## src/rtl/mac_pipe_if.sv

```systemverilog
// mac_pipe_if: bundles the sample-input and result-output signals of mac_pipe.
//   master modport : operand source / result consumer side (testbench, upstream logic)
//   slave modport  : the mac_pipe datapath itself
// Signals:
//   in_valid, A, B, C, in_mode, in_last : sample input (A/B/C are S bits, unsigned)
//   out_valid, DATA_OUT, ovf, cnt        : result strobe, W-bit result, saturation flag, frame count
//   ch1, ch2                             : debug taps (product register, running accumulator)
interface mac_pipe_if #(
  parameter int S     = 8,
  parameter int G     = 4,
  parameter int CNT_W = 8
);
  localparam int W = 2*S + G;

  logic             in_valid;
  logic [S-1:0]     A;
  logic [S-1:0]     B;
  logic [S-1:0]     C;
  logic             in_mode;
  logic             in_last;
  logic             out_valid;
  logic [W-1:0]     DATA_OUT;
  logic             ovf;
  logic [CNT_W-1:0] cnt;
  logic [2*S-1:0]   ch1;
  logic [W-1:0]     ch2;

  modport master (
    output in_valid, A, B, C, in_mode, in_last,
    input  out_valid, DATA_OUT, ovf, cnt, ch1, ch2
  );

  modport slave (
    input  in_valid, A, B, C, in_mode, in_last,
    output out_valid, DATA_OUT, ovf, cnt, ch1, ch2
  );
endinterface

```

## src/rtl/mac_pipe.sv

```systemverilog
// mac_pipe: three-stage unsigned multiply-add / framed multiply-accumulate unit.
//   mode 0 : DATA_OUT = A*B + C, one result per sample
//   mode 1 : products are accumulated (saturating at 2^W-1) until a sample with
//            in_last closes the frame; the frame total, overflow flag and sample
//            count are then reported and the accumulator restarts from zero.
// Ports:
//   clk   : rising-edge clock
//   reset : synchronous active-high reset, clears every register
//   bus   : mac_pipe_if slave modport (sample inputs, result outputs, debug taps)
// Latency is three clocks, throughput one sample per clock, no backpressure.
module mac_pipe #(
  parameter int S     = 8,
  parameter int G     = 4,
  parameter int CNT_W = 8
) (
  input  logic         clk,
  input  logic         reset,
  mac_pipe_if.slave    bus
);
  localparam int W = 2*S + G;

  logic             r_v1;
  logic [S-1:0]     r_a1;
  logic [S-1:0]     r_b1;
  logic [S-1:0]     r_c1;
  logic             r_mode1;
  logic             r_last1;

  logic             r_v2;
  logic [2*S-1:0]   r_prod;
  logic [S-1:0]     r_c2;
  logic             r_mode2;
  logic             r_last2;

  logic [W-1:0]     r_acc;
  logic             r_accOvf;
  logic [CNT_W-1:0] r_accCnt;

  logic             r_outValid;
  logic [W-1:0]     r_dataOut;
  logic             r_ovf;
  logic [CNT_W-1:0] r_cnt;

  logic [2*S-1:0]   w_prod;
  logic [W:0]       w_accSum;
  logic             w_accOverflow;
  logic [W-1:0]     w_accSat;
  logic [W-1:0]     w_maddSum;
  logic [CNT_W-1:0] w_cntInc;

  // Stage 1: capture operands only for valid samples; the valid bit itself
  // is registered every cycle so bubbles travel down the pipe.
  always_ff @(posedge clk) begin
    if (reset) begin
      r_v1    <= 1'b0;
      r_a1    <= '0;
      r_b1    <= '0;
      r_c1    <= '0;
      r_mode1 <= 1'b0;
      r_last1 <= 1'b0;
    end else begin
      r_v1 <= bus.in_valid;
      if (bus.in_valid) begin
        r_a1    <= bus.A;
        r_b1    <= bus.B;
        r_c1    <= bus.C;
        r_mode1 <= bus.in_mode;
        r_last1 <= bus.in_last;
      end
    end
  end

  // Operands are zero-extended so the product is computed at its full 2*S width.
  assign w_prod = {{S{1'b0}}, r_a1} * {{S{1'b0}}, r_b1};

  // Stage 2: exact product plus forwarded sideband.
  always_ff @(posedge clk) begin
    if (reset) begin
      r_v2    <= 1'b0;
      r_prod  <= '0;
      r_c2    <= '0;
      r_mode2 <= 1'b0;
      r_last2 <= 1'b0;
    end else begin
      r_v2    <= r_v1;
      r_prod  <= w_prod;
      r_c2    <= r_c1;
      r_mode2 <= r_mode1;
      r_last2 <= r_last1;
    end
  end

  // The accumulator sum carries one extra bit; that bit is the overflow.
  // A saturated accumulator re-saturates on every further non-zero product,
  // so it stays pinned at all-ones until the frame closes.
  assign w_accSum      = {1'b0, r_acc} + {{(G+1){1'b0}}, r_prod};
  assign w_accOverflow = w_accSum[W];
  assign w_accSat      = w_accOverflow ? {W{1'b1}} : w_accSum[W-1:0];
  assign w_maddSum     = {{G{1'b0}}, r_prod} + {{(W-S){1'b0}}, r_c2};
  assign w_cntInc      = (&r_accCnt) ? r_accCnt : r_accCnt + CNT_W'(1);

  // Stage 3: mode 0 reports immediately and leaves the frame state alone, so
  // multiply-add samples may be interleaved inside an open accumulation frame.
  always_ff @(posedge clk) begin
    if (reset) begin
      r_acc      <= '0;
      r_accOvf   <= 1'b0;
      r_accCnt   <= '0;
      r_outValid <= 1'b0;
      r_dataOut  <= '0;
      r_ovf      <= 1'b0;
      r_cnt      <= '0;
    end else begin
      r_outValid <= 1'b0;
      if (r_v2) begin
        if (!r_mode2) begin
          r_dataOut  <= w_maddSum;
          r_ovf      <= 1'b0;
          r_cnt      <= CNT_W'(1);
          r_outValid <= 1'b1;
        end else if (!r_last2) begin
          r_acc    <= w_accSat;
          r_accOvf <= r_accOvf | w_accOverflow;
          r_accCnt <= w_cntInc;
        end else begin
          r_dataOut  <= w_accSat;
          r_ovf      <= r_accOvf | w_accOverflow;
          r_cnt      <= w_cntInc;
          r_outValid <= 1'b1;
          r_acc      <= '0;
          r_accOvf   <= 1'b0;
          r_accCnt   <= '0;
        end
      end
    end
  end

  assign bus.out_valid = r_outValid;
  assign bus.DATA_OUT  = r_dataOut;
  assign bus.ovf       = r_ovf;
  assign bus.cnt       = r_cnt;
  assign bus.ch1       = r_prod;
  assign bus.ch2       = r_acc;
endmodule

```

## src/flat_wrapper.sv

```systemverilog
// flat-port wrapper written by rule: the top's interface ports become plain ports
module mac_pipe_flat 
#(
  parameter int S     = 8,
  parameter int G     = 4,
  parameter int CNT_W = 8
)
  (clk, reset, bus_in_valid, bus_A, bus_B, bus_C, bus_in_mode, bus_in_last, bus_out_valid, bus_DATA_OUT, bus_ovf, bus_cnt, bus_ch1, bus_ch2);
  mac_pipe_if #(.S(S), .G(G), .CNT_W(CNT_W)) bus_i ();
  input  logic clk;
  input  logic reset;
  input wire logic [$bits(bus_i.in_valid)-1:0] bus_in_valid;
  input wire logic [$bits(bus_i.A)-1:0] bus_A;
  input wire logic [$bits(bus_i.B)-1:0] bus_B;
  input wire logic [$bits(bus_i.C)-1:0] bus_C;
  input wire logic [$bits(bus_i.in_mode)-1:0] bus_in_mode;
  input wire logic [$bits(bus_i.in_last)-1:0] bus_in_last;
  output wire logic [$bits(bus_i.out_valid)-1:0] bus_out_valid;
  output wire logic [$bits(bus_i.DATA_OUT)-1:0] bus_DATA_OUT;
  output wire logic [$bits(bus_i.ovf)-1:0] bus_ovf;
  output wire logic [$bits(bus_i.cnt)-1:0] bus_cnt;
  output wire logic [$bits(bus_i.ch1)-1:0] bus_ch1;
  output wire logic [$bits(bus_i.ch2)-1:0] bus_ch2;
  assign bus_i.in_valid = bus_in_valid;
  assign bus_i.A = bus_A;
  assign bus_i.B = bus_B;
  assign bus_i.C = bus_C;
  assign bus_i.in_mode = bus_in_mode;
  assign bus_i.in_last = bus_in_last;
  assign bus_out_valid = bus_i.out_valid;
  assign bus_DATA_OUT = bus_i.DATA_OUT;
  assign bus_ovf = bus_i.ovf;
  assign bus_cnt = bus_i.cnt;
  assign bus_ch1 = bus_i.ch1;
  assign bus_ch2 = bus_i.ch2;
  mac_pipe #(.S(S), .G(G), .CNT_W(CNT_W)) u_core (.clk(clk), .reset(reset), .bus(bus_i));
endmodule
```

## config.mk

```make
export PLATFORM = sky130hd
export DESIGN_NAME = mac_pipe_flat
export DESIGN_NICKNAME = d
export VERILOG_FILES = /design/src/rtl/mac_pipe_if.sv /design/src/rtl/mac_pipe.sv /design/src/flat_wrapper.sv
export SDC_FILE = /design/constraint.sdc
export NUM_CORES = 1
export LEC_CHECK = 0
export CORE_AREA = 2 2 97 137
export CTS_CLUSTER_DIAMETER = 80
export DETAILED_ROUTE_END_ITERATION = 8
export DIE_AREA = 0 0 99 139
export PLACE_DENSITY = 0.85
export SYNTH_ARGS = -nofsm -noshare
export SYNTH_HDL_FRONTEND = slang
export SYNTH_SLANG_ARGS = --single-unit
```

## constraint.sdc

```tcl
create_clock -name clk -period 12.4 [get_ports clk]
set_input_delay 3.1 -clock clk [delete_from_list [all_inputs] [get_ports clk]]
set_output_delay 3.1 -clock clk [all_outputs]
set_load 0.005 [all_outputs]
```

Word-level counts from Yosys, hierarchy flattened --
Cells that the tools add are included.
Operators by class: mux-type cells 13, bitwise gates (word level) 2, magnitude comparators 0, $mul 1, equal/unequal tests 1, shift operators 0, reductions and logical operators 4, $add $sub $neg 3, div/mod/pow operators 0
Operator list (number):
- 20-bit 2-to-1 mux | 4
- 8-bit 2-to-1 mux | 4
- 20-bit by 16-bit adder with 21-bit output | 1
- 16-bit by 8-bit adder with 17-bit output | 1
- 8-bit by 8-bit multiplier with 16-bit output | 1
- 8-bit by 1-bit adder with 8-bit output, second input constant | 1
- 8-bit AND reduction | 1
- 1-bit 2-to-1 mux | 5
- 2-bit AND reduction | 2
- 2-bit inequality test, second input constant | 1
- 2-bit OR reduction | 1
- 1-bit NOT | 1
- 1-bit bitwise OR | 1
Word-level totals: bits in latches 0, bits in writable memories 0, bits in read-only memories 0, input bits 29, memories kept 0, register bits 113

Logic depth before layout (Yosys ltp) --
depth after elaboration 4, gate-level depth with buffers 17

Least setup slack after synthesis --
Ideal clock, no wire load.
kind input to register, from in bus_in_valid, to reg u_core.r_b1[0], setup slack 8.050 ns, required time 12.272 ns, buffers on the path 2, arrival 4.222 ns, stages 4, path through clkbuf_1 -> buf_1 -> mux2i_1 -> nor2_1
RTL lines:
- start, declared | RTL line flat_wrapper.sv:12 | input wire logic [$bits(bus_i.in_valid)-1:0] bus_in_valid;
- end signal, assigned | RTL line mac_pipe.sv:65 | r_b1 <= bus.B;
- end, declared | RTL line mac_pipe.sv:24 | logic [S-1:0] r_b1;

Worst setup path in the final report --
from reg u_core.r_b1[7], to reg u_core.r_prod[14] (netlist: u_core.bus.ch1[14])
On the way: cells in the longest elaborated chain, start to end 1
Ends and longest elaborated chain:
- 8-bit by 8-bit multiplier with 16-bit output | RTL line mac_pipe.sv:74 | assign w_prod = {{S{1'b0}}, r_a1} * {{S{1'b0}}, r_b1};
- end signal, assigned | RTL line mac_pipe.sv:86 | r_prod <= w_prod;
- end, declared | RTL line mac_pipe.sv:30 | logic [2*S-1:0] r_prod;
Every way passes these cells. A chain may end at the register's enable or synchronous reset.

==> out/summary.txt <==
run status - complete, no violations
Syn. warnings - 0
detailed-routing iteration count for the pre-antenna-repair pass - 5
number of global-route vias before repair - 6619
summed instance area of the synthesized netlist - 7420 um^2
largest net degree at the start of global routing - 80
synthesized netlist cell count - 852
Post-DRT Antenna Nets - 0
setup slack of the worst register-to-register path - 7.64 ns
number of hold buffers added after CTS - 0
top cell type's share of synthesized area - 0.305
Seq/Total Area, Yosys - 0.305
Hold Crit Class - flop to flop
antenna violations before repair - 0
Hold Path Depth - 1
origin of the worst min-delay path - u_core.r_v1$_SDFF_PP0_
PostCTS Resize Cnt - 0
Max VDD drop - 105 uV
Synth Register Bits - 113
vias per cell - 5.88
crit path kind - flop to flop
unrepaired setup endpoints after global routing - no
Slew Limit Fails - 0
count of inserted antenna diode cells - 0
end point of the most critical hold path - u_core.r_v2$_SDFF_PP0_
maximum operating frequency - 210 MHz
register clock-pin slew on the reported worst setup and hold paths - 0.05 ns
nets@finish - 1069
root buf cell - sky130_fd_sc_hd__clkbuf_16
Pwr Density - 112 nW/um^2
TritonCTS clock tree - built
number of DRC violations after detailed-routing iteration 0 - 324
Total Routing Usage GR - 0.275
post-route setup TNS - 0 ns
total setup buffers inserted after CTS - 0
initial cell density of the core - 0.590
Hold Vio Cnt, Final - 0
WL final - 18500 um
total clock sinks - 113
core area - 12600 um^2
latest clock arrival within the worst-skew pair - 0.42 ns
number of synthesized flops with an enable pin - 0
Tightest Pin Transition - 1.14 ns
routed length per instance - 16.7 um
required time worst endpoint - 12.67 ns
Max-Cap Viols - 0
total CTS buffers - 17
Port Buffers - 94
worst-case clock skew - 0.00929 ns
die extent in x - 99 um
fraction of registers with async set or reset after synthesis - 0
crit start category - flop
die outline height - 139 um
remaining global-route overflow - 0
destination of the worst register-to-register timing path - u_core.bus.ch1[14]$_SDFF_PP0_
fillcell total - 881
DR vias - 6505
number of setup violations in the final report - 0
synth top area cells - sky130_fd_sc_hd__dfxtp_1, sky130_fd_sc_hd__ha_1, sky130_fd_sc_hd__fa_1, sky130_fd_sc_hd__and2_1, sky130_fd_sc_hd__nor2_1
number of nets produced by synthesis - 980
source of the worst register-to-register timing path - u_core.r_b1[7]$_SDFFE_PP0P_
Yosys top cell by area - sky130_fd_sc_hd__dfxtp_1
Min Clock Period, post-route - 4.76 ns
buffer depth of the longest clock path - 2
share of final-layout standard cells stronger than drive strength 1 - 0.0504
number of core rows - 49
most frequent standard cell in the layout excluding fill and tap cells - sky130_fd_sc_hd__dfxtp_1
total area of multi-input combinational cells - 4810 um^2
top library cells by usage in the layout, fill and taps aside - sky130_fd_sc_hd__dfxtp_1, sky130_fd_sc_hd__clkdlybuf4s50_1, sky130_fd_sc_hd__nor2_1
type of destination of the critical path - flop
area growth from synthesis to layout - 23.1%
LEAKAGE - 4.07 nW
GP Congestion - 0.929
post-layout instance count excluding filler cells - 1106
number of distinct library cell variants in the gate-level netlist after synthesis - 61
H-tree level count - 4
Hold Worst Slack - 0.433 ns
final period utilization - 0.384
wire length of the first global-routing pass - 30800 um
count of cells along the worst register-to-register path - 16
synthesized area divided by synthesized cell count - 8.71 um^2
critical path arrival - 5.02 ns
area of all sequential standard cells - 2260 um^2
final HPWL from detailed placement - 13700 um
DRC viols - 0
DP Cell Count - 1075
maximum fanout along the worst path - 9
max_slew headroom - 0.236
number of primary I/O pins - 95
primary flip-flop cell chosen by synthesis mapping - sky130_fd_sc_hd__dfxtp_1
DIE AREA - 13800 um^2
-- worst max-delay path, stage by stage, from the launching register on --
cell and delay [ns]:
sky130_fd_sc_hd__dfxtp_1 0.50, sky130_fd_sc_hd__nand2_1 0.14, sky130_fd_sc_hd__fa_1 0.52, sky130_fd_sc_hd__fa_1 0.55
sky130_fd_sc_hd__inv_1 0.06, sky130_fd_sc_hd__fa_1 0.54, sky130_fd_sc_hd__inv_1 0.06, sky130_fd_sc_hd__fa_1 0.54
sky130_fd_sc_hd__inv_1 0.05, sky130_fd_sc_hd__ha_1 0.35, sky130_fd_sc_hd__nand3_1 0.12, sky130_fd_sc_hd__o211ai_1 0.11
sky130_fd_sc_hd__or4_1 0.45, sky130_fd_sc_hd__a31oi_1 0.27, sky130_fd_sc_hd__o21ai_0 0.17, sky130_fd_sc_hd__xnor2_1 0.15
sky130_fd_sc_hd__nor2_1 0.05
-- synth_stat cells, drive strengths merged (18+ instances only) --
library cell,number
and2,53
ha,61
o21ai,53
dfxtp,113
nor2,82
a21oi,47
inv,62
xnor2,18
nand2,73
nor2b,20
mux2i,29
fa,38
-- where the power goes --
part           internal [W]  leakage [nW]  switching, W
Combinational     0.0000434          2.82     0.0000455
Clock              0.000381         0.328      0.000164
Sequential         0.000375         0.919     0.0000158
Total              0.000799          4.07      0.000225
-- logic make-up (layout without fill, tap and decap cells) --
family                     Yosys count  after routing  share of synthesized area
and+or+nand+nor                    290            290                      0.190
AOI/OAI and AO/OA                  197            197                      0.174
DFF                                113            113                      0.305
buffers and inverters               90            191                     0.0469
xor gates and xnor gates            34             34                     0.0401
muxes                               29             29                     0.0391
adders and majority gates           99             99                      0.205
-- routing by layer --
layer	vias up	GRT usage	routed length, um
li1	3133	-	-
met1	3072	0.308	6990
met2	238	0.502	9930
met3	62	0.0398	899
met4	0	0.134	660
met5	-	0	0
-- stage by stage --
stage	cell area (um^2)	power, W	utilization	worst slack (ns)
floorplan	7420	0.000449	-	8.05
global placement	8460	0.000481	0.673	7.37
detailed placement	8460	0.000485	0.673	7.27
CTS	9140	0.00103	0.727	7.63
global route	9140	0.00105	0.727	7.37
finish	9140	0.00102	0.727	7.64
-- registers in the layout (all words and copies together) (netlist names) --
name                  flops
u_core.bus.DATA_OUT      20
u_core.r_v2               1
u_core.r_mode1            1
u_core.r_b1               8
u_core.r_c2               8
u_core.bus.ovf            1
u_core.bus.out_valid      1
u_core.r_a1               8
u_core.r_v1               1
u_core.r_accCnt           8
u_core.r_c1               8
u_core.bus.ch1           16
u_core.r_accOvf           1
u_core.r_last1            1
u_core.r_mode2            1
u_core.r_last2            1
u_core.bus.cnt            8
u_core.bus.ch2           20
-- cell type report --
class,instances,area share
Multi-Input combinational cell,649,0.527
Sequential cell,113,0.248
Timing Repair Buffer,98,0.106
Clock buffer,22,0.0541
Inverter,62,0.0255
Tap cell,153,0.0210
Clock inverter,9,0.0193
-- worst max path at each step --
stage | start | end | slack, ns | depth (start not counted)
5_1_grt | u_core.r_a1[0]$_SDFFE_PP0P_ | u_core.bus.ch1[14]$_SDFF_PP0_ | 7.37 | 16
3_3_place_gp | reset | u_core.bus.ch1[15]$_SDFF_PP0_ | 7.37 | 7
3_5_place_dp | reset | u_core.bus.ch1[15]$_SDFF_PP0_ | 7.27 | 7
6_report | u_core.r_b1[7]$_SDFFE_PP0P_ | u_core.bus.ch1[14]$_SDFF_PP0_ | 7.64 | 16
4_1_cts | u_core.r_a1[0]$_SDFFE_PP0P_ | u_core.bus.ch1[14]$_SDFF_PP0_ | 7.63 | 16
2_1_floorplan | bus_in_valid | u_core.r_b1[0]$_SDFFE_PP0P_ | 8.05 | 4
(Power assumes the default switching activity.)
